<file path="src/rtl/audio_mixer_pkg.sv">
// audio_mixer_pkg
// Shared definitions for the voice mixer and its neighbours in the DAC path:
//   - mix_state_e : mixer FSM states (IDLE / REQ / DONE)
//   - acc_width() : accumulator width that cannot overflow for a given voice count
//   - sat_hi() / sat_lo() : signed clamp bounds for an output width
//   - midscale() : offset-binary code for silence
package audio_mixer_pkg;

    typedef enum logic [1:0] {
        IDLE = 2'd0,
        REQ  = 2'd1,
        DONE = 2'd2
    } mix_state_e;

    // Default output width used across the DAC path.
    localparam int DEFAULT_AUDIO_WIDTH = 8;

    // Summing N samples of width W needs clog2(N) extra bits of headroom.
    function automatic int acc_width(int audio_width, int num_voices);
        return audio_width + $clog2(num_voices);
    endfunction

    function automatic int sat_hi(int audio_width);
        return (1 << (audio_width - 1)) - 1;
    endfunction

    function automatic int sat_lo(int audio_width);
        return -(1 << (audio_width - 1));
    endfunction

    // Offset-binary zero level (0x80 for 8 bits).
    function automatic int midscale(int audio_width);
        return 1 << (audio_width - 1);
    endfunction

endpackage

</file>
<file path="src/rtl/audio_voice_mixer_if.sv">
// audio_voice_mixer_if
// Request/acknowledge bus between the mixer (master) and the oscillator
// voices (slave).
//   voice_sel    : index of the voice being requested (master -> slave)
//   voice_req    : request for the sample of voice_sel (master -> slave)
//   voice_ack    : voice_sample valid this cycle       (slave -> master)
//   voice_sample : signed two's-complement sample      (slave -> master)
interface audio_voice_mixer_if #(
    parameter int NUM_VOICES  = 4,
    parameter int AUDIO_WIDTH = 8
);
    logic [$clog2(NUM_VOICES)-1:0] voice_sel;
    logic                          voice_req;
    logic                          voice_ack;
    logic [AUDIO_WIDTH-1:0]        voice_sample;

    modport master (
        output voice_sel,
        output voice_req,
        input  voice_ack,
        input  voice_sample
    );

    modport slave (
        input  voice_sel,
        input  voice_req,
        output voice_ack,
        output voice_sample
    );
endinterface

</file>
<file path="src/rtl/sample_rate_divider.sv">
// sample_rate_divider
// Free-running counter 0..CLK_DIV-1; tick is high during the terminal count.
// Shared by any consumer that needs the audio sample rate.
//   clock : system clock (rising edge)
//   reset : asynchronous, active-high; counter returns to 0
//   tick  : one-cycle pulse every CLK_DIV clocks
module sample_rate_divider #(
    parameter int CLK_DIV = 256
) (
    input  logic clock,
    input  logic reset,
    output logic tick
);
    localparam int CNT_W = (CLK_DIV > 1) ? $clog2(CLK_DIV) : 1;

    logic [CNT_W-1:0] count_q;
    logic [CNT_W-1:0] count_d;

    always_comb begin
        tick    = (count_q == CNT_W'(CLK_DIV - 1));
        count_d = tick ? '0 : count_q + CNT_W'(1);
    end

    always_ff @(posedge clock or posedge reset) begin
        if (reset) begin
            count_q <= '0;
        end else begin
            count_q <= count_d;
        end
    end
endmodule

</file>
<file path="src/rtl/audio_voice_mixer.sv">
// audio_voice_mixer
// Once per sample period, fetches one signed sample from each voice over the
// request/acknowledge bus, sums them, scales by MIX_SHIFT, limits to the
// output width and presents it as unsigned offset-binary for the sigma-delta
// converter.
//   clock, reset  : system clock / asynchronous active-high reset
//   voice_enable  : per-voice enable, looked at when the voice is visited
//   voice_bus     : master side of the voice request/ack bus
//   audio_out     : registered mix, held between strobes (0x80 = silence)
//   sample_strobe : one-cycle pulse with the first cycle of a new audio_out
//   overrun       : one-cycle pulse after a tick that arrived mid-mix
// Build option: define MIXER_SATURATE_EN to clamp out-of-range sums to the
// signed output range; otherwise the low bits are kept and the sum wraps.
module audio_voice_mixer
    import audio_mixer_pkg::*;
#(
    parameter int AUDIO_WIDTH = 8,
    parameter int NUM_VOICES  = 4,
    parameter int CLK_DIV     = 256,
    parameter int MIX_SHIFT   = 1
) (
    input  logic                   clock,
    input  logic                   reset,
    input  logic [NUM_VOICES-1:0]  voice_enable,
    audio_voice_mixer_if.master    voice_bus,
    output logic [AUDIO_WIDTH-1:0] audio_out,
    output logic                   sample_strobe,
    output logic                   overrun
);
    localparam int ACC_W = acc_width(AUDIO_WIDTH, NUM_VOICES);
    localparam int SEL_W = $clog2(NUM_VOICES);
    localparam logic [AUDIO_WIDTH-1:0] MIDSCALE_CODE = AUDIO_WIDTH'(midscale(AUDIO_WIDTH));
    localparam logic [SEL_W-1:0]       LAST_VOICE    = SEL_W'(NUM_VOICES - 1);

    logic tick;

    sample_rate_divider #(
        .CLK_DIV (CLK_DIV)
    ) u_divider (
        .clock (clock),
        .reset (reset),
        .tick  (tick)
    );

    mix_state_e               state_q,   state_d;
    logic [SEL_W-1:0]         sel_q,     sel_d;
    logic                     req_q,     req_d;
    logic signed [ACC_W-1:0]  acc_q,     acc_d;
    logic [AUDIO_WIDTH-1:0]   audio_q,   audio_d;
    logic                     strobe_q,  strobe_d;
    logic                     overrun_q, overrun_d;

    logic [SEL_W-1:0]         sel_inc;
    logic signed [ACC_W-1:0]  sample_ext;
    logic [AUDIO_WIDTH-1:0]   clipped;

`ifdef MIXER_SATURATE_EN
    localparam logic signed [ACC_W-1:0] SAT_HI = ACC_W'(sat_hi(AUDIO_WIDTH));
    localparam logic signed [ACC_W-1:0] SAT_LO = ACC_W'(sat_lo(AUDIO_WIDTH));
    logic signed [ACC_W-1:0] shifted;

    always_comb begin
        shifted = acc_q >>> MIX_SHIFT;
        if (shifted > SAT_HI) begin
            clipped = {1'b0, {(AUDIO_WIDTH-1){1'b1}}};
        end else if (shifted < SAT_LO) begin
            clipped = {1'b1, {(AUDIO_WIDTH-1){1'b0}}};
        end else begin
            clipped = shifted[AUDIO_WIDTH-1:0];
        end
    end
`else
    always_comb begin
        clipped = AUDIO_WIDTH'(acc_q >>> MIX_SHIFT);
    end
`endif

    always_comb begin
        state_d    = state_q;
        sel_d      = sel_q;
        req_d      = req_q;
        acc_d      = acc_q;
        audio_d    = audio_q;
        strobe_d   = 1'b0;
        // A tick outside IDLE is dropped; the mix in progress carries on.
        overrun_d  = tick && (state_q != IDLE);
        sel_inc    = sel_q + SEL_W'(1);
        sample_ext = {{(ACC_W-AUDIO_WIDTH){voice_bus.voice_sample[AUDIO_WIDTH-1]}},
                      voice_bus.voice_sample};

        case (state_q)
            IDLE: begin
                acc_d = '0;
                req_d = 1'b0;
                sel_d = '0;
                if (tick) begin
                    state_d = REQ;
                    req_d   = voice_enable[0];
                end
            end
            REQ: begin
                // A disabled voice (req low) finishes after one cycle; an
                // enabled one waits for its ack. Ack is ignored with req low.
                if (!req_q || voice_bus.voice_ack) begin
                    if (req_q) begin
                        acc_d = acc_q + sample_ext;
                    end
                    if (sel_q == LAST_VOICE) begin
                        state_d = DONE;
                        req_d   = 1'b0;
                        sel_d   = '0;
                    end else begin
                        sel_d = sel_inc;
                        req_d = voice_enable[sel_inc];
                    end
                end
            end
            DONE: begin
                // Offset-binary: invert the sign bit of the signed result.
                audio_d  = {~clipped[AUDIO_WIDTH-1], clipped[AUDIO_WIDTH-2:0]};
                strobe_d = 1'b1;
                state_d  = IDLE;
            end
            default: begin
                state_d = IDLE;
            end
        endcase
    end

    always_ff @(posedge clock or posedge reset) begin
        if (reset) begin
            state_q   <= IDLE;
            sel_q     <= '0;
            req_q     <= 1'b0;
            acc_q     <= '0;
            audio_q   <= MIDSCALE_CODE;
            strobe_q  <= 1'b0;
            overrun_q <= 1'b0;
        end else begin
            state_q   <= state_d;
            sel_q     <= sel_d;
            req_q     <= req_d;
            acc_q     <= acc_d;
            audio_q   <= audio_d;
            strobe_q  <= strobe_d;
            overrun_q <= overrun_d;
        end
    end

    assign voice_bus.voice_sel = sel_q;
    assign voice_bus.voice_req = req_q;
    assign audio_out           = audio_q;
    assign sample_strobe       = strobe_q;
    assign overrun             = overrun_q;
endmodule

</file>
<file path="src/flat_wrapper.sv">
// flat-port wrapper written by rule: the top's interface ports become plain ports
module audio_voice_mixer_flat import audio_mixer_pkg::*;
#(
    parameter int AUDIO_WIDTH = 8,
    parameter int NUM_VOICES  = 4,
    parameter int CLK_DIV     = 256,
    parameter int MIX_SHIFT   = 1
)
  (clock, reset, voice_enable, audio_out, sample_strobe, overrun, voice_bus_voice_sel, voice_bus_voice_req, voice_bus_voice_ack, voice_bus_voice_sample);
  audio_voice_mixer_if #(.NUM_VOICES(NUM_VOICES), .AUDIO_WIDTH(AUDIO_WIDTH)) voice_bus_i ();
  input  logic clock;
  input  logic reset;
  input  logic [NUM_VOICES-1:0] voice_enable;
  output logic [AUDIO_WIDTH-1:0] audio_out;
  output logic sample_strobe;
  output logic overrun;
  output wire logic [$bits(voice_bus_i.voice_sel)-1:0] voice_bus_voice_sel;
  output wire logic [$bits(voice_bus_i.voice_req)-1:0] voice_bus_voice_req;
  input wire logic [$bits(voice_bus_i.voice_ack)-1:0] voice_bus_voice_ack;
  input wire logic [$bits(voice_bus_i.voice_sample)-1:0] voice_bus_voice_sample;
  assign voice_bus_voice_sel = voice_bus_i.voice_sel;
  assign voice_bus_voice_req = voice_bus_i.voice_req;
  assign voice_bus_i.voice_ack = voice_bus_voice_ack;
  assign voice_bus_i.voice_sample = voice_bus_voice_sample;
  audio_voice_mixer #(.AUDIO_WIDTH(AUDIO_WIDTH), .NUM_VOICES(NUM_VOICES), .CLK_DIV(CLK_DIV), .MIX_SHIFT(MIX_SHIFT)) u_core (.clock(clock), .reset(reset), .voice_enable(voice_enable), .voice_bus(voice_bus_i), .audio_out(audio_out), .sample_strobe(sample_strobe), .overrun(overrun));
endmodule
</file>
<file path="config.mk">
export PLATFORM = sky130hd
export DESIGN_NAME = audio_voice_mixer_flat
export DESIGN_NICKNAME = d
export VERILOG_FILES = /design/src/rtl/audio_mixer_pkg.sv /design/src/rtl/audio_voice_mixer_if.sv /design/src/rtl/sample_rate_divider.sv /design/src/rtl/audio_voice_mixer.sv /design/src/flat_wrapper.sv
export SDC_FILE = /design/constraint.sdc
export NUM_CORES = 1
export LEC_CHECK = 0
export ABC_AREA = 1
export BUFFER_PORTS_ARGS = -buffer_cell sky130_fd_sc_hd__clkbuf_2
export CAP_MARGIN = 20
export CELL_PAD_IN_SITES_DETAIL_PLACEMENT = 1
export CELL_PAD_IN_SITES_GLOBAL_PLACEMENT = 1
export CORE_UTILIZATION = 41
export DETAILED_ROUTE_END_ITERATION = 16
export PLACE_DENSITY = 0.77
export SYNTH_ARGS = -nofsm -noshare
export SYNTH_HDL_FRONTEND = slang
export SYNTH_SLANG_ARGS = --single-unit
</file>
<file path="constraint.sdc">
create_clock -name clock -period 2.2 [get_ports clock]
set_clock_uncertainty 0.05 [all_clocks]
set_input_delay 0.44 -clock clock [delete_from_list [all_inputs] [get_ports clock]]
set_output_delay 0.44 -clock clock [all_outputs]
set_load 0.03 [all_outputs]
</file>
# [After elaboration in Yosys (flattened, before gate mapping)]
# Index checks and enable logic that the tools add are counted.
[totals] regBits=33 latchBits=0 mem_bits_rw=0 mem_bits_ro=0 in_bits=15 out_inout_bits=13 elab_cells=48 mem_count=0
[classes] addsub=3 n_mul=0 n_div=0 magnitude_cmp=1 eq_ne=8 n_shift=0 muxes=18 bitwise=1 n_reduce_logical=9
[ops] cell="10-bit 2-to-1 mux" n=2
[ops] cell="10-bit one-hot mux with 2 select lines" n=1
[ops] cell="10-bit by 8-bit adder with 10-bit output" n=1
[ops] cell="2-bit 2-to-1 mux" n=5
[ops] cell="8-bit by 1-bit adder with 8-bit output, second input constant" n=1
[ops] cell="8-bit == test, second input constant" n=1
[ops] cell="8-bit 2-to-1 mux" n=1
[ops] cell="2-bit by 1-bit != test with 1-bit output, second input constant" n=4
[ops] cell="2-bit one-hot mux with 2 select lines" n=2
[ops] cell="3-bit AND reduction" n=2
[ops] cell="1-bit 2-to-1 mux" n=5
[ops] cell="2-bit == test, second input constant" n=2
[ops] cell="2-bit nonzero test" n=2
[ops] cell="2-bit by 3-bit less-than comparator with 1-bit output, second input constant" n=1
[ops] cell="2-bit by 1-bit adder with 2-bit output, second input constant" n=1
[ops] cell="1-bit binary-select mux with 2-bit select" n=1
[ops] cell="2-bit by 1-bit == test with 1-bit output, second input constant" n=1
[ops] cell="2-bit zero test" n=1
[ops] cell="1-bit one-hot mux with 2 select lines" n=1
[ops] cell="2-bit AND reduction" n=1
[ops] cell="1-bit logical AND" n=1
[ops] cell="1-bit zero test" n=1
[ops] cell="1-bit logical OR" n=1
[ops] cell="1-bit inverter" n=1

# [Logic depth before layout (Yosys ltp)]
# Gate-level depths: netlist of the first run.
[depth] ltp_word=6 ltp_mapped=11 mapped_depth_nobuf=11

# [Hierarchy]
# Synthesis of the first run repeated with hierarchy kept, for this count alone.
[hier_totals] hier_cells=227 hier_area_um2=1816.7
[by_module_without_submodules] mod="audio_voice_mixer" n_inst=1 cells_per_inst=183 area_each_um2=1427.6 seq_area_each_um2=601.8
[by_module_without_submodules] mod="sample_rate_divider" n_inst=1 cells_per_inst=44 area_each_um2=389.1 seq_area_each_um2=200.2

# [Worst setup path before layout of the first run]
# Ideal clock, no wire load.
[synth_path] path_type="input -> register" from="input voice_bus_voice_sample[0]" to="register u_core.acc_q[8]" setup_time_ns=0.117 arrival_ns=1.478 t_required_ns=2.033 slack_ns=0.555 stages=11 n_path_buf=0 cell_sequence="ha_1 > inv_1 > fa_1 > inv_1 > nand2_1 > nand2_1 > nand3_1 > nand2_1 > nand2_1 > nand3_1 > nand2_1"
[synth_via] elab_chain_len=4
[synth_rtl] element="from (decl)" line_no="flat_wrapper.sv:20" text="input wire logic [$bits(voice_bus_i.voice_sample)-1:0] voice_bus_voice_sample;"
[synth_rtl] element="10-bit by 8-bit adder with 10-bit output" line_no="audio_voice_mixer.sv:106" text="acc_d = acc_q + sample_ext;"
[synth_rtl] element="10-bit 2-to-1 mux" line_no="audio_voice_mixer.sv:105" text="if (req_q) begin"
[synth_rtl] element="10-bit 2-to-1 mux" line_no="audio_voice_mixer.sv:104" text="if (!req_q || voice_bus.voice_ack) begin"
[synth_rtl] element="10-bit one-hot mux with 2 select lines" line_no="audio_voice_mixer.sv:91" text="case (state_q)"
[synth_rtl] element="to (signal assigned)" line_no="audio_voice_mixer.sv:135" text="acc_q <= '0;"
[synth_rtl] element="to (signal assigned)" line_no="audio_voice_mixer.sv:143" text="acc_q <= acc_d;"
[synth_rtl] element="to (decl)" line_no="audio_voice_mixer.sv:48" text="logic signed [ACC_W-1:0] acc_q, acc_d;"
# No other way between the ends. The select of a mux whose other input is x is not followed.
# A chain may end at the register's enable or synchronous reset.

# [Final worst setup path of the first run]
[layout_path] from="register u_core.acc_q[0]" to="register u_core.acc_q[8]"
[layout_via] elab_chain_len=4
[layout_rtl] element="10-bit by 8-bit adder with 10-bit output" line_no="audio_voice_mixer.sv:106"
[layout_rtl] element="10-bit 2-to-1 mux" line_no="audio_voice_mixer.sv:105"
[layout_rtl] element="10-bit 2-to-1 mux" line_no="audio_voice_mixer.sv:104"
[layout_rtl] element="10-bit one-hot mux with 2 select lines" line_no="audio_voice_mixer.sv:91"
# No other way between the ends. The select of a mux whose other input is x is not followed.

==> results.toml, run 1 <==
[synth]
synth_adder_area_share_pct = 8.315
largest_family_of_logic_cells_by_synthesized_area = "simple AND/OR/NAND/NOR gates"
synth.yosys.warnings = 0
synth_sequential_area_ratio_pct = 45.95
synth_cells = 223
yosys_register_bits = 32
synthXorXnorAreaFrac_pct = 2.007
post_synth_instance_area_um2 = 1745
synth_area_per_cell_um2 = 7.827
synth_compound_gate_area_share_pct = 5.878
simple_gate_fraction_of_synth_area_pct = 29.82
synthMuxAreaShare_pct = 0
mapped_nets = 249
yosys.cell_types.count = 21

[floorplan]
design.core.area_um2 = 4058
die_area_um2 = 4522
pin_count = 28
start_util_pct = 43.02
die-width_um = 67.25
die_h_um = 67.25
row_count = 23

[setup_path]
cp_data_arrival_time_ns = 1.87
critical-path-top-cell-by-count = "nand2_1"
critical_path.startpoint_type = "register"
crit_end_category = "register"
cpLargestDelayFamily = "simple AND/OR/NAND/NOR gates"
critical_path.cell_chain = "ha_1 -> inv_1 -> fa_1 -> inv_1 -> nand2_1 -> nand2_1 -> nand3_1 -> nand2_1 -> nand2_1 -> nand3_1 -> nand2_1"
worstPathMaxFanout = 4
critical-path-slowest-cell = "dfrtp_1"
critPathKind = "register to register"
timing.critical_path.required_ns = 2.34
worst-path-buf-inv = 2
cpPeakStageDelay_ns = 0.38
r2r_setup_slack_ns = 0.47

[clocking]
post_cts.resized_instances = 0
cts-root-buf = "clkbuf_8"
cts-htree-levels = 2
cts_buffers = 5
cts_sinks = 32
clock_tree.buffer_depth = 2
cts-hold-fix-buffers = 0
clock_latency_on_the_worst_skew_pair_ns = 0.30
clock_tree_from_tritoncts = "yes"
cts_post_setup_buffers_inserted = 0
cts.reportedPaths.clkPinSlew_ns = 0.07

[timing]
max_clock_freq_mhz = 577.3
postLayoutSetupSlackWorst_ns = 0.4678
layout_min_cycle_time_ns = 1.732
worst_slew_pin_tran_ns = 0.4211
setup_tns_ns = 0
hold_violations = 0
min_period_over_period_pct = 78.74
maxSlewHeadroom_pct = 71.84
maxSlewViolCount = 0
grt_setup_unrepaired = "false"
final-setup-viol-count = 0
final.hold.worst_slack_ns = 0.1541

[drt]
finalWirelength_mm = 4.132
drtIter0Drc = 72
post_detailed_route_drc_marker_count = 0
routed_wire_length_per_instance_um = 13.42
remaining_antenna_violation_count_after_routing = 0
detail_route.first_pass.iterations = 4
route.vias.total = 1492
vias_per_cell = 4.844

[placement]
placed_cell_area_um2 = 1946
place_ws_ns = 0.3247
dpl.hpwl_mm = 3.065
place.detailed.instances = 300
io_buffers = 27
globalplace.congestion = 0.7529

[global_routing]
grt_first_pass_wirelength_mm = 7.120
number_of_antenna_violations_at_the_first_check_in_global_routing = 0
grt_pass1_vias = 1561
grt_use_met3_pct = 4.223
grtUsageMet2_pct = 36.50
grt_util_all_layers_pct = 21.56
overflow = 0
grt.met1_usage_pct = 26.66
grt_max_degree = 33
grt.busiest_layer = "met2"

[layout]
design_area_um2 = 2057
instances_no_fill = 308
area.growth.synth_to_final_pct = 17.85
final_core_utilization_pct = 50.69
num-nets-final = 283
share_of_cells_above_drive_strength_1_pct = 18.22
n_antenna_cell = 0

[power]
pwr_density_cell_nw_per_um2 = 607.8
vdd.ir_drop.worst_mv = 0.3941
leakage_nw = 1.176
power_after_layout_mw = 1.250

[run]
max_cap_violations = 0

[run_status]
outcome = "finished, final reports clean"

[worst_hold_path]
min_path_type = "input port to async pin"
cell usage in the layout (no fill, tap or decap), types with 2 or more instances in the layout:
master,instances
nor2_2,2
inv_2,2
a21oi_1,6
or2_2,3
clkbuf_8,5
o21ai_0,10
dfrtp_1,31
nand3_1,22
inv_1,34
nand2_1,72
xor2_1,4
clkbuf_2,27
nor2_1,15
ha_1,10
nand3b_1,4
area by class of cell:
cell class                 instances  area, um2
multi-input combinational        154      803.3
clock inverter                     3      42.54
fill                             518       2001
inverter                          36      135.1
tap                               50      62.56
clock buffer                       5      68.82
timing repair buffer              28      142.6
sequential                        32      802.0
metal layers:
| layer | up-vias | routed length (um) |
|---|---|---|
| li1 | 762 | - |
| met1 | 702 | 1952 |
| met2 | 20 | 1984 |
| met3 | 8 | 124 |
| met4 | 0 | 70 |
| met5 | - | 0 |
cells in the mapped netlist, drive strengths merged:
master  count  area, um2
nand2      73      276.5
inv        36      135.1
dfrtp      31      775.7
nand3      22      110.1
nor2       17      68.81
o21ai      11      58.81
ha         10      125.1
a21oi       6      30.03
nand3b      4      30.03
xor2        4      35.03
or2         3      18.77
a31oi       1      6.260
buf         1      5.000
dfstp       1      26.28
fa          1      20.02
nor3        1      16.27
o31ai       1      7.510
logic make-up (layout without fill, tap and decap cells):
family                     after synthesis  in the layout
AOI/OAI and AO/OA                       19             19
xor gates and xnor gates                 4              4
adders and majority gates               11             11
buffers and inverters                   37             72
DFF                                     32             32
and+or+nand+nor                        120            120
worst reg2reg max path: stages (launching register included):
cell	delay [ns]
dfrtp_1	0.38
ha_1	0.17
inv_1	0.05
fa_1	0.36
inv_1	0.08
nand2_1	0.07
nand2_1	0.12
nand3_1	0.11
nand2_1	0.08
nand2_1	0.05
nand3_1	0.07
nand2_1	0.05
final timing paths:
check	from	cells past startpoint	to
worst min-delay path	reset	3	u_core.overrun$_DFF_PP0_
worst max register to register	u_core.acc_q[0]$_DFFE_PP0P_	11	u_core.acc_q[8]$_DFFE_PP0P_
worst max-delay path	u_core.acc_q[0]$_DFFE_PP0P_	11	u_core.acc_q[8]$_DFFE_PP0P_
min in group clock	u_core.u_divider.count_q[0]$_DFF_PP0_	1	u_core.u_divider.count_q[0]$_DFF_PP0_
max in group asynchronous	reset	3	u_core.audio_out[7]$_DFFE_PP1P_
worst min register to register	u_core.u_divider.count_q[0]$_DFF_PP0_	1	u_core.u_divider.count_q[0]$_DFF_PP0_
flip-flops by register name, summed over array words and instances, names as in the netlist:
| signal | cells |
|---|---|
| u_core.acc_q | 9 |
| u_core.audio_out | 8 |
| u_core.u_divider.count_q | 8 |
| u_core.state_q | 2 |
| u_core.voice_bus.voice_sel | 2 |
| u_core.overrun | 1 |
| u_core.sample_strobe | 1 |
| u_core.voice_bus.voice_req | 1 |
report_power, final:
part	switching [mW]	internal, mW	total [mW]	leakage, nW
clock	0.242	0.335	0.577	0.0541
combinational	0.0491	0.0275	0.0765	0.713
sequential	0.00306	0.594	0.597	0.409
total	0.294	0.956	1.25	1.18
Power figures use the tool's default switching activity.
==> run 2, diff against run 1 <==
==> constraint.sdc (replaced) <==
create_clock -name clock -period 1.6 [get_ports clock]
set_clock_uncertainty 0.05 [all_clocks]
set_input_delay 0.32 -clock clock [delete_from_list [all_inputs] [get_ports clock]]
set_output_delay 0.32 -clock clock [all_outputs]
set_load 0.03 [all_outputs]
==> run 2 against run 1 <==
Net effect: register-to-register slack lost 0.45 ns; largest cell class unchanged; critical endpoint is now u_core.acc_q[6]$_DFFE_PP0P_; clock-buffer cell count grew 1; highest routed layer unchanged; die area is the same.
==> results.toml, run 2 (synthesis gave the netlist of run 1 again) <==
[timing]
postLayoutSetupSlackWorst_ns = 0.01442
layout_min_cycle_time_ns = 1.586
final-setup-viol-count = 0
final.hold.worst_slack_ns = 0.05352
min_period_over_period_pct = 99.10
maxSlewViolCount = 0
max_clock_freq_mhz = 630.7
hold_violations = 0
setup_tns_ns = 0
grt_setup_unrepaired = "true"
worst_slew_pin_tran_ns = 0.4177
maxSlewHeadroom_pct = 72.15

[global_routing]
grt_max_degree = 33
grt_first_pass_wirelength_mm = 6.844
overflow = 0
grt_util_all_layers_pct = 20.64
grt_pass1_vias = 1486
number_of_antenna_violations_at_the_first_check_in_global_routing = 0

[run]
max_cap_violations = 0

[setup_path]
setup.worst_path.start = "u_core.acc_q[0]$_DFFE_PP0P_"
critical-path-slowest-cell = "dfrtp_1"
critical_path.startpoint_type = "register"
cpPeakStageDelay_ns = 0.35
reg2regPathDepth = 11
critPathKind = "register to register"
worstPathMaxFanout = 4
timing.critical_path.required_ns = 1.73
crit_end_category = "register"
r2r_setup_slack_ns = 0.01
cp_data_arrival_time_ns = 1.72
timing.rr.start = "u_core.acc_q[0]$_DFFE_PP0P_"
critical-path-top-cell-by-count = "nand2_1"
critical_path.cell_chain = "ha_2 -> inv_2 -> fa_2 -> inv_2 -> nand2_2 -> nand2_4 -> nand3b_1 -> nand2_1 -> nand2_1 -> nand3_1 -> nand2_1"
worst_r2r_endpoint = "u_core.acc_q[6]$_DFFE_PP0P_"

[clocking]
cts-htree-levels = 2
cts-root-buf = "clkbuf_8"
clock_latency_on_the_worst_skew_pair_ns = 0.29
cts_buffers = 5
clock_tree_from_tritoncts = "yes"
cts_sinks = 32
cts-hold-fix-buffers = 0
clock_tree.buffer_depth = 2
cts.reportedPaths.clkPinSlew_ns = 0.07

[drt]
dr_wl_met3_um = 93
remaining_antenna_violation_count_after_routing = 0
route.top_layer_used = "met4"
routed_wire_length_per_instance_um = 12.65
route.layer.met1.wl_mm = 1.966
route.vias.total = 1511
drtIter0Drc = 55
detail_route.first_pass.iterations = 4
vias_per_cell = 4.767
finalWirelength_mm = 4.009
post_detailed_route_drc_marker_count = 0
wl_met2_mm = 1.863

[run_status]
outcome = "finished, final reports clean"

[layout]
multi_input_comb_area_um2 = 877.1
n_antenna_cell = 0
registers.top_by_ff_count = "u_core.acc_q"
num-nets-final = 292
share_of_cells_above_drive_strength_1_pct = 25.84
design_area_um2 = 2195
instances_no_fill = 317
final_core_utilization_pct = 54.09
area.sequential_um2 = 802.0
area.growth.synth_to_final_pct = 25.73
fillerInstances = 517
layout_commonest_cell = "nand2_1"
largest_reg_flops = 9
mostFrequentLayoutCells = "nand2_1 (70), inv_1 (32), dfrtp_1 (31)"

[placement]
placed_cell_area_um2 = 1998
io_buffers = 27
place.detailed.instances = 307
place_ws_ns = -0.1530
dpl.hpwl_mm = 3.100
globalplace.congestion = 0.7346

[power]
leakage_nw = 1.217
power_after_layout_mw = 1.710
vdd.ir_drop.worst_mv = 0.3547
pwr_density_cell_nw_per_um2 = 779.1

[floorplan]
start_util_pct = 43.02
pin_count = 28
design.core.area_um2 = 4058
die_h_um = 67.25
die_area_um2 = 4522
die-width_um = 67.25
row_count = 23

[worst_hold_path]
min_path_type = "input port to async pin"
-- run 2: power by group --
group          switching (mW)  total [mW]  internal [mW]
Clock                   0.310       0.772          0.462
Sequential            0.00388       0.821          0.817
Combinational          0.0717       0.117         0.0452
Total                   0.386        1.71           1.32
-- run 2: how the worst max path moves through the flow --
stage,end,slack (ns),cells after the start
after floorplan,u_core.acc_q[8]$_DFFE_PP0P_,0.06,11
after global placement,u_core.acc_q[8]$_DFFE_PP0P_,-0.1,12
after detailed placement,u_core.acc_q[8]$_DFFE_PP0P_,-0.15,12
after CTS,u_core.acc_q[6]$_DFFE_PP0P_,-0.02,11
after global routing,u_core.acc_q[6]$_DFFE_PP0P_,-0.08,11
final,u_core.acc_q[6]$_DFFE_PP0P_,0.01,11
-- run 2: cell type report --
type | instances | share of cell area (%)
clock inverters | 2 | 1.596
multi-input cells | 154 | 39.97
inverters | 36 | 6.157
flip-flops and latches | 32 | 36.55
well taps | 50 | 2.851
repair buffers | 37 | 9.578
clock buffers | 6 | 3.307
-- run 2: routing by layer --
| layer | up-vias | GRT usage, % |
|---|---|---|
| met5 | - | 0 |
| met4 | 0 | 10.37 |
| met3 | 7 | 4.054 |
| met2 | 21 | 33.00 |
| met1 | 703 | 26.40 |
| li1 | 780 | - |
-- run 2: critical path: cells and delay by family, from the launching register on --
| kind | cells | cell delay [ns] |
|---|---|---|
| adder cells (fa/ha/maj) | 2 | 0.51 |
| buffers and inverters | 2 | 0.11 |
| flip-flops | 1 | 0.35 |
| AND/OR/NAND/NOR | 7 | 0.46 |
-- run 2: timing repair --
item	4_1_cts	5_1_grt
buffers inserted	0	2
pin swaps	3	3
gates resized for setup	6	9
setup endpoints to repair	2	5
cloned	0	0
